### src/rtl/sender_pam_framer.sv
// Framed PAM transmitter: captures a packed multi-channel ADC word at frame start and
// serialises preamble, channel payloads and even parity as PAM symbols on the DAC bus.
module sender_pam_framer #(
  parameter int               DATA_W   = 8,
  parameter int               CHANNELS = 2,
  parameter int               PRE_W    = 8,
  parameter logic [PRE_W-1:0] PREAMBLE = 8'hA5,
  parameter int               SYM_BITS = 1,
  parameter int               SYM_CYC  = 4,
  parameter int               GAP_SYM  = 2
) (
  input  logic                       clock,
  input  logic                       resetN,
  input  logic                       sender_sync_in,
  input  logic [CHANNELS*DATA_W-1:0] sender_ad,
  output logic [DATA_W-1:0]          sender_da,
  output logic                       sender_sync_out,
  output logic                       sender_busy,
  output logic [15:0]                sender_frame_cnt
);

  localparam int PAY_W   = CHANNELS * DATA_W;
  localparam int PAY_END = PRE_W + PAY_W;
  localparam int FB      = PAY_END + 1;
  localparam int NSYM    = (FB + SYM_BITS - 1) / SYM_BITS;
  localparam int FBP     = NSYM * SYM_BITS;
  localparam int GAP_CYC = GAP_SYM * SYM_CYC;
  localparam int SW      = (NSYM > 1) ? $clog2(NSYM) : 1;
  localparam int CW      = (SYM_CYC > 1) ? $clog2(SYM_CYC) : 1;
  localparam int GW      = (GAP_CYC > 1) ? $clog2(GAP_CYC) : 1;

  localparam logic [SW-1:0]     LAST_SYM = SW'(NSYM - 1);
  localparam logic [CW-1:0]     LAST_CYC = CW'(SYM_CYC - 1);
  localparam logic [GW-1:0]     LAST_GAP = GW'((GAP_CYC > 0) ? GAP_CYC - 1 : 0);
  localparam logic [DATA_W-1:0] MID      = {1'b1, {(DATA_W-1){1'b0}}};

  localparam logic [DATA_W+SYM_BITS-1:0] FULL_X = {{SYM_BITS{1'b0}}, {DATA_W{1'b1}}};
  localparam logic [DATA_W+SYM_BITS-1:0] MAXV_X = {{DATA_W{1'b0}}, {SYM_BITS{1'b1}}};

  typedef enum logic [2:0] {S_IDLE, S_PRE, S_PAY, S_PAR, S_GAP} state_t;

  state_t          state;
  logic [FBP-1:0]  frame_sr;
  logic [SW-1:0]   sym_idx;
  logic [CW-1:0]   cyc_cnt;
  logic [GW-1:0]   gap_cnt;

  logic            in_frame;
  logic            sym_end;
  logic            frame_end;
  logic            gap_end;
  logic            decide;
  logic [FBP-1:0]  fresh;

  // Frame image, first-transmitted bit at the MSB; pad bits stay zero below parity.
  function automatic logic [FBP-1:0] build_frame(input logic [PAY_W-1:0] ad);
    logic [FBP-1:0] f;
    f = '0;
    f[FBP-1 -: PRE_W] = PREAMBLE;
    for (int c = 0; c < CHANNELS; c++) begin
      f[FBP-1-PRE_W-c*DATA_W -: DATA_W] = ad[c*DATA_W +: DATA_W];
    end
    f[FBP-FB] = ^ad;
    return f;
  endfunction

  function automatic logic [DATA_W-1:0] level_of(input logic [SYM_BITS-1:0] v);
    logic [DATA_W+SYM_BITS-1:0] prod;
    prod = ({{DATA_W{1'b0}}, v} * FULL_X) / MAXV_X;
    return prod[DATA_W-1:0];
  endfunction

  function automatic state_t phase_of(input logic [SW-1:0] idx);
    int b;
    b = int'(idx) * SYM_BITS;
    if (b < PRE_W) begin
      return S_PRE;
    end else if (b < PAY_END) begin
      return S_PAY;
    end else begin
      return S_PAR;
    end
  endfunction

  // Decision point is IDLE, the last gap cycle, or the last frame cycle when there is no gap.
  always_comb begin
    in_frame  = (state == S_PRE) || (state == S_PAY) || (state == S_PAR);
    sym_end   = in_frame && (cyc_cnt == LAST_CYC);
    frame_end = sym_end && (sym_idx == LAST_SYM);
    gap_end   = (state == S_GAP) && (gap_cnt == LAST_GAP);
    decide    = (state == S_IDLE) || gap_end || ((GAP_SYM == 0) && frame_end);
    fresh     = build_frame(sender_ad);
  end

  always_ff @(posedge clock) begin
    if (!resetN) begin
      state            <= S_IDLE;
      frame_sr         <= '0;
      sym_idx          <= '0;
      cyc_cnt          <= '0;
      gap_cnt          <= '0;
      sender_da        <= MID;
      sender_sync_out  <= 1'b0;
      sender_busy      <= 1'b0;
      sender_frame_cnt <= 16'd0;
    end else begin
      if (frame_end) begin
        sender_frame_cnt <= sender_frame_cnt + 16'd1;
      end
      if (decide) begin
        sym_idx <= '0;
        cyc_cnt <= '0;
        gap_cnt <= '0;
        if (sender_sync_in) begin
          // frame_sr holds the not-yet-sent remainder of the captured frame
          state           <= S_PRE;
          frame_sr        <= fresh << SYM_BITS;
          sender_da       <= level_of(fresh[FBP-1 -: SYM_BITS]);
          sender_sync_out <= 1'b1;
          sender_busy     <= 1'b1;
        end else begin
          state           <= S_IDLE;
          sender_da       <= MID;
          sender_sync_out <= 1'b0;
          sender_busy     <= 1'b0;
        end
      end else if (frame_end) begin
        state           <= S_GAP;
        cyc_cnt         <= '0;
        gap_cnt         <= '0;
        sender_da       <= MID;
        sender_sync_out <= 1'b0;
      end else if (sym_end) begin
        state           <= phase_of(sym_idx + SW'(1));
        sym_idx         <= sym_idx + SW'(1);
        cyc_cnt         <= '0;
        frame_sr        <= frame_sr << SYM_BITS;
        sender_da       <= level_of(frame_sr[FBP-1 -: SYM_BITS]);
        sender_sync_out <= 1'b0;
      end else if (state == S_GAP) begin
        gap_cnt <= gap_cnt + GW'(1);
      end else if (in_frame) begin
        cyc_cnt <= cyc_cnt + CW'(1);
      end else begin
        state <= S_IDLE;
      end
    end
  end

endmodule

### config.mk
export PLATFORM = sky130hd
export DESIGN_NAME = sender_pam_framer
export DESIGN_NICKNAME = d
export VERILOG_FILES = /design/src/rtl/sender_pam_framer.sv
export SDC_FILE = /design/constraint.sdc
export NUM_CORES = 1
export LEC_CHECK = 0
export CAP_MARGIN = 20
export CORE_MARGIN = 3
export CORE_UTILIZATION = 58
export CTS_BUF_LIST = sky130_fd_sc_hd__clkbuf_16
export DETAILED_ROUTE_END_ITERATION = 7
export MAX_ROUTING_LAYER = met4
export PLACE_DENSITY = 0.95
export SYNTH_ARGS = -nofsm -noshare
export SYNTH_HDL_FRONTEND = slang
export SYNTH_SLANG_ARGS = --single-unit
export TNS_END_PERCENT = 50
### constraint.sdc
create_clock -name clock -period 3.35 [get_ports clock]
set_input_delay 0.67 -clock clock [delete_from_list [all_inputs] [get_ports clock]]
set_output_delay 0.67 -clock clock [all_outputs]
set_load 0.02 [all_outputs]
# --- After elaboration in Yosys (flattened, before gate mapping) ---
# Index checks and enable logic that the tools add are counted.
totals:
  ff_bits: 64
  inputBits: 19
  output_inout_bits: 26
  elab_cells: 69
classes:
  addsub: 4
  multipliers: 1
  order_cmp: 2
  n_eq_ne: 11
  n_mux: 20
  bitwise: 4
  reduce_logical: 18
ops:
  columns: ["operator", "n"]
  rows:
  - ["$mux W25", 4]
  - ["$mux W8", 3]
  - ["$add A16 B1 Y16 const B", 1]
  - ["$reduce_xor A16 Y1", 1]
  - ["$mux W3", 5]
  - ["$mul A1 B8 Y8 const B", 1]
  - ["$reduce_and A2 Y1", 4]
  - ["$mux W7", 1]
  - ["$eq A3 B2 Y1 const B", 2]
  - ["$eq A3 B3 Y1 const B", 2]
  - ["$mux W1", 6]
  - ["$add A5 B1 Y5 const B", 1]
  - ["$eq A5 B5 Y1 const B", 1]
  - ["$lt A5 B4 Y1 const B", 1]
  - ["$lt A5 B5 Y1 const B", 1]
  - ["$ne A4 B1 Y1 const B", 1]
  - ["$ne A4 B4 Y1 const B", 1]
  - ["$not A1 Y1", 4]
  - ["$reduce_or A4 Y1", 1]
  - ["$add A3 B1 Y3 const B", 1]
  - ["$eq A3 B1 Y1 const B", 1]
  - ["$logic_and A1 B1 Y1", 3]
  - ["$logic_not A3 Y1", 1]
  - ["$logic_or A1 B1 Y1", 3]
  - ["10 further kinds", 10]

# --- Longest topological paths before layout ---
depth:
  ltp_word: 8
  ltp_mapped: 9

# --- Least setup slack after synthesis ---
# No wires, ideal clock.
synth_path:
  path_type: "flip-flop to flip-flop"
  from: "register sym_idx[0]"
  to: "register frame_sr[14]"
  setup_ns: 0.089
  arrival_ns: 1.723
  setup_slack_ns: 1.539
  path_stages_with_launch: 10
  period_less_slack_ns: 1.811
  cell_sequence: "dfxtp_1 > inv_1 > ha_1 > and4b_1 > buf_6 > or3_4 > nand2_4 > buf_8 > nor2_2 > a311oi_2"
synth_between:
  elab_chain_cells: 4
synth_lines:
  columns: ["item", "line_no", "text"]
  rows:
  - ["start, declared", "44", "logic [SW-1:0] sym_idx;"]
  - ["start signal, assigned", "135", "sym_idx <= sym_idx + SW'(1);"]
  - ["$eq A5 B5 Y1", "89", "frame_end = sym_end && (sym_idx == LAST_SYM);"]
  - ["$logic_and A1 B1 Y1", "89", null]
  - ["$ne A2 B1 Y1 (no source line)", null, null]
  - ["$reduce_and A3 Y1 (no source line)", null, null]
  - ["end signal, assigned", "117", "frame_sr <= fresh << SYM_BITS;"]
  - ["end signal, assigned", "137", "frame_sr <= frame_sr << SYM_BITS;"]
  - ["end, declared", "43", "logic [FBP-1:0] frame_sr;"]
# No other way between the ends.
# A chain may end at the register's enable or synchronous reset.

# --- Worst setup path after layout ---
layout_path:
  from: "register gap_cnt[0]"
  to: "register sender_da[7]"
layout_between:
  elab_chain_cells: 4
layout_lines:
  columns: ["item", "line_no", "text"]
  rows:
  - ["start, declared", "46", "logic [GW-1:0] gap_cnt;"]
  - ["start signal, assigned", "141", "gap_cnt <= gap_cnt + GW'(1);"]
  - ["$eq A3 B3 Y1 *", "90", "gap_end = (state == S_GAP) && (gap_cnt == LAST_GAP);"]
  - ["$logic_and A1 B1 Y1 *", "90", null]
  - ["$logic_or A1 B1 Y1 *", "91", "decide = (state == S_IDLE) || gap_end || ((GAP_SYM == 0) && frame_end);"]
  - ["$reduce_bool A3 Y1 (no source line) / $mux W8 (equally long branches)", null, null]
  - ["end signal, assigned", "118", "sender_da <= level_of(fresh[FBP-1 -: SYM_BITS]);"]
  - ["end signal, assigned", "138", "sender_da <= level_of(frame_sr[FBP-1 -: SYM_BITS]);"]
  - ["end, declared", "16", "output logic [DATA_W-1:0] sender_da,"]
# Every way passes the cells marked *; elsewhere a longest branch is shown, timed or not.

==> results_dict.tcl <==
set metrics [dict create \
    cts.sinks 57 \
    worstMarginPinSlew_ns 0.717 \
    ant_nets 0 \
    routed_wl_um 6190 \
    clockRootBuffer "clkbuf_16" \
    utilization_pct 77.2 \
    cp-end-kind "register" \
    min_from "frame_sr[21]" \
    max_freq_mhz 386 \
    n_antenna_cell 0 \
    r2r_cells 6 \
    ys_types 39 \
    viasPerCell 5.71 \
    nNetsFinal 386 \
    r2r-start "gap_cnt[0]" \
    path_cells "ha_1 > ha_1 > nand2b_1 > nand2_1 > nand2_1 > o21bai_1" \
    grt_pass1_vias 2371 \
    min_path_cells 2 \
    whs_ns 0.455 \
    ctsResizeCount 0 \
    row_count 24 \
    insertion_delay_ns 0.32 \
    multi_input_area_um2 1520 \
    start_kind "register" \
    seq_area_frac_synth_pct 39.9 \
    chipHeight_um 76.2 \
    worstSetupPathType "register to register" \
    hold_class "register to register" \
    ios 45 \
    cts_inserted_buffers 9 \
    antenna_found_initial 0 \
    maxSlewViolCount 0 \
    cp_slowest_cell "nand2_1" \
    cts_setup_buffers 0 \
    place_ws_ns 0.786 \
    fill_cells 306 \
    critPathMaxStageDelay_ns 0.72 \
    drc_errors 0 \
    grt_overflow 0 \
    hold_viol 0 \
    drt_iter0_drc 164 \
    peakVddDrop_uv 428 \
    setup_slack_ns 0.759 \
    setup-tns-final_ns 0 \
    worst_slew_margin_rel_pct 52.1 \
    syn2layout_area_growth_pct 23.3 \
    start_util_pct 62.6 \
    ff_latch_area_um2 1140 \
    power_density_nw_per_um2 699 \
    crit_fanout 21 \
    ctsHoldBuffers 0 \
    cts-htree-levels 3 \
    p_total_mw 2.46 \
    core_um2 4560 \
    post-route-period-util_pct 77.3 \
    syn_inst 325 \
    cp_data_required_time_ns 3.56 \
    ys_seq_elements 57 \
    layout-drive-gt1-share_pct 13.5 \
    final_cell_mix "dfxtp_1 (57), clkdlybuf4s50_1 (44), nand2_1 (43)" \
    layout_commonest_cell "dfxtp_1" \
    routabilityCongestion 0.858 \
    grt_pass1_wl_um 10600 \
    period_minus_slack_ns 2.59 \
    setup_violations 0 \
    io_buffers 44 \
    path_clk_slew_ns 0.05 \
    r2r_slack_ns 0.76 \
    die_w_um 76.2 \
    crit_arrival_ns 2.80 \
    status "completed" \
    synth_nets 351 \
    netlist_area_um2 2860 \
    vias 2451 \
    cts_tree "done" \
    leakagePower_nw 1.22 \
    grt_max_degree 33 \
    clock_path_buffers 2 \
    r2r_end "sender_da[7]" \
    skew_ns 0.00706 \
    dp_hpwl_um 4110 \
    yosysWarnings 0 \
    rsz0062_at_grt "no" \
    wl_per_cell_um 14.4 \
    dr.pass1.iters 4 \
    grt_use_total_pct 23.3 \
    max_cap_violations 0 \
    syn_area_per_cell_um2 8.79 \
    dieArea_um2 5800 \
    holdPathEnd "frame_sr[22]" \
]
==> routing by layer <==
layer  up-vias  part of all wire, %  global-route usage, %
met1      1155                   42                   25.5
met5         -                    0                      -
met2        81                   51                   39.3
met3        13                  5.0                   7.09
met4         0                  1.7                   10.1
li1       1202                    -                      -
==> how the worst max path moves through the flow <==
stage / from / end / slack [ns] / cells after the start
2_1_floorplan: sym_idx[0] / frame_sr[14] / 1.54 / 9
3_3_place_gp: gap_cnt[0] / sender_da[7] / 0.82 / 6
3_5_place_dp: gap_cnt[0] / sender_da[7] / 0.79 / 6
4_1_cts: gap_cnt[0] / sender_da[7] / 0.77 / 6
5_1_grt: gap_cnt[0] / sender_da[7] / 0.60 / 6
6_report: gap_cnt[0] / sender_da[7] / 0.76 / 6
==> sequential cells by signal (all words and copies together) (netlist names) <==
register          count
frame_sr             24
sender_busy           1
cyc_cnt               2
sender_sync_out       1
state                 3
gap_cnt               3
sender_frame_cnt     16
sender_da             2
sym_idx               5
==> critical path: cells and delay by family, from the launching register on <==
family,cells,cell delay [ns]
fa+ha+maj,2,0.36
simple gates,3,1.55
flops,1,0.32
compound gates,1,0.25
==> layout make-up <==
cell class	count	share of cell area (%)
Multi-Input combinational cell	235	43.1
Timing Repair Buffer	48	13.4
Inverter	9	0.959
Clock inverter	6	1.46
Clock buffer	9	6.39
Sequential cell	57	32.4
Tap cell	65	2.31
==> Yosys cell counts <==
cell | number | area [um^2]
a311oi_2 | 14 | 210
buf_2 | 3 | 15.0
clkbuf_1 | 10 | 37.5
and4_1 | 1 | 8.76
nor2_2 | 14 | 87.6
nor3_1 | 6 | 30.0
buf_6 | 2 | 22.5
a311oi_1 | 2 | 17.5
nor4_2 | 1 | 12.5
o21ba_2 | 1 | 10.0
o32ai_1 | 1 | 8.76
dfxtp_1 | 57 | 1140
xor2_1 | 9 | 78.8
nand3_1 | 35 | 175
ha_1 | 7 | 87.6
nand4_4 | 1 | 21.3
buf_4 | 7 | 52.6
nand2b_1 | 1 | 6.26
nand2_4 | 1 | 11.3
or3_4 | 1 | 11.3
nand2_1 | 43 | 161
nand4_1 | 3 | 18.8
buf_12 | 1 | 20.0
and4b_1 | 1 | 10.0
or3_1 | 6 | 37.5
a2bb2oi_1 | 1 | 8.76
o21bai_1 | 2 | 15.0
clkinv_1 | 1 | 3.75
inv_1 | 8 | 30.0
buf_8 | 1 | 15.0
a31oi_1 | 3 | 18.8
a21oi_1 | 22 | 110
xnor2_1 | 22 | 193
a32oi_1 | 1 | 8.76
and3_1 | 1 | 6.26
o21ai_0 | 7 | 35.0
nor4_1 | 4 | 25.0
o21a_1 | 1 | 7.51
nor2_1 | 23 | 86.3
==> through the flow <==
stage | cell area (um^2) | std cells
floorplan | 2860 | 325
global placement | 3250 | 414
detailed placement | 3250 | 414
CTS | 3520 | 429
global route | 3520 | 429
finish | 3520 | 429
==> logic make-up after synthesis <==
logic type / share of synthesized area, %
flops: 39.9
fa+ha+maj: 3.07
simple gates: 24.8
buf+inv: 6.88
compound gates: 15.8
xor+xnor: 9.51
==> where the power goes <==
group	total [mW]	internal, mW	leakage (nW)	switching (mW)
clock network	0.850	0.559	0.141	0.292
registers	0.860	0.782	0.465	0.0778
logic	0.752	0.290	0.610	0.463
total	2.46	1.63	1.22	0.832
Note: power is estimated with default switching activity, not from simulation.
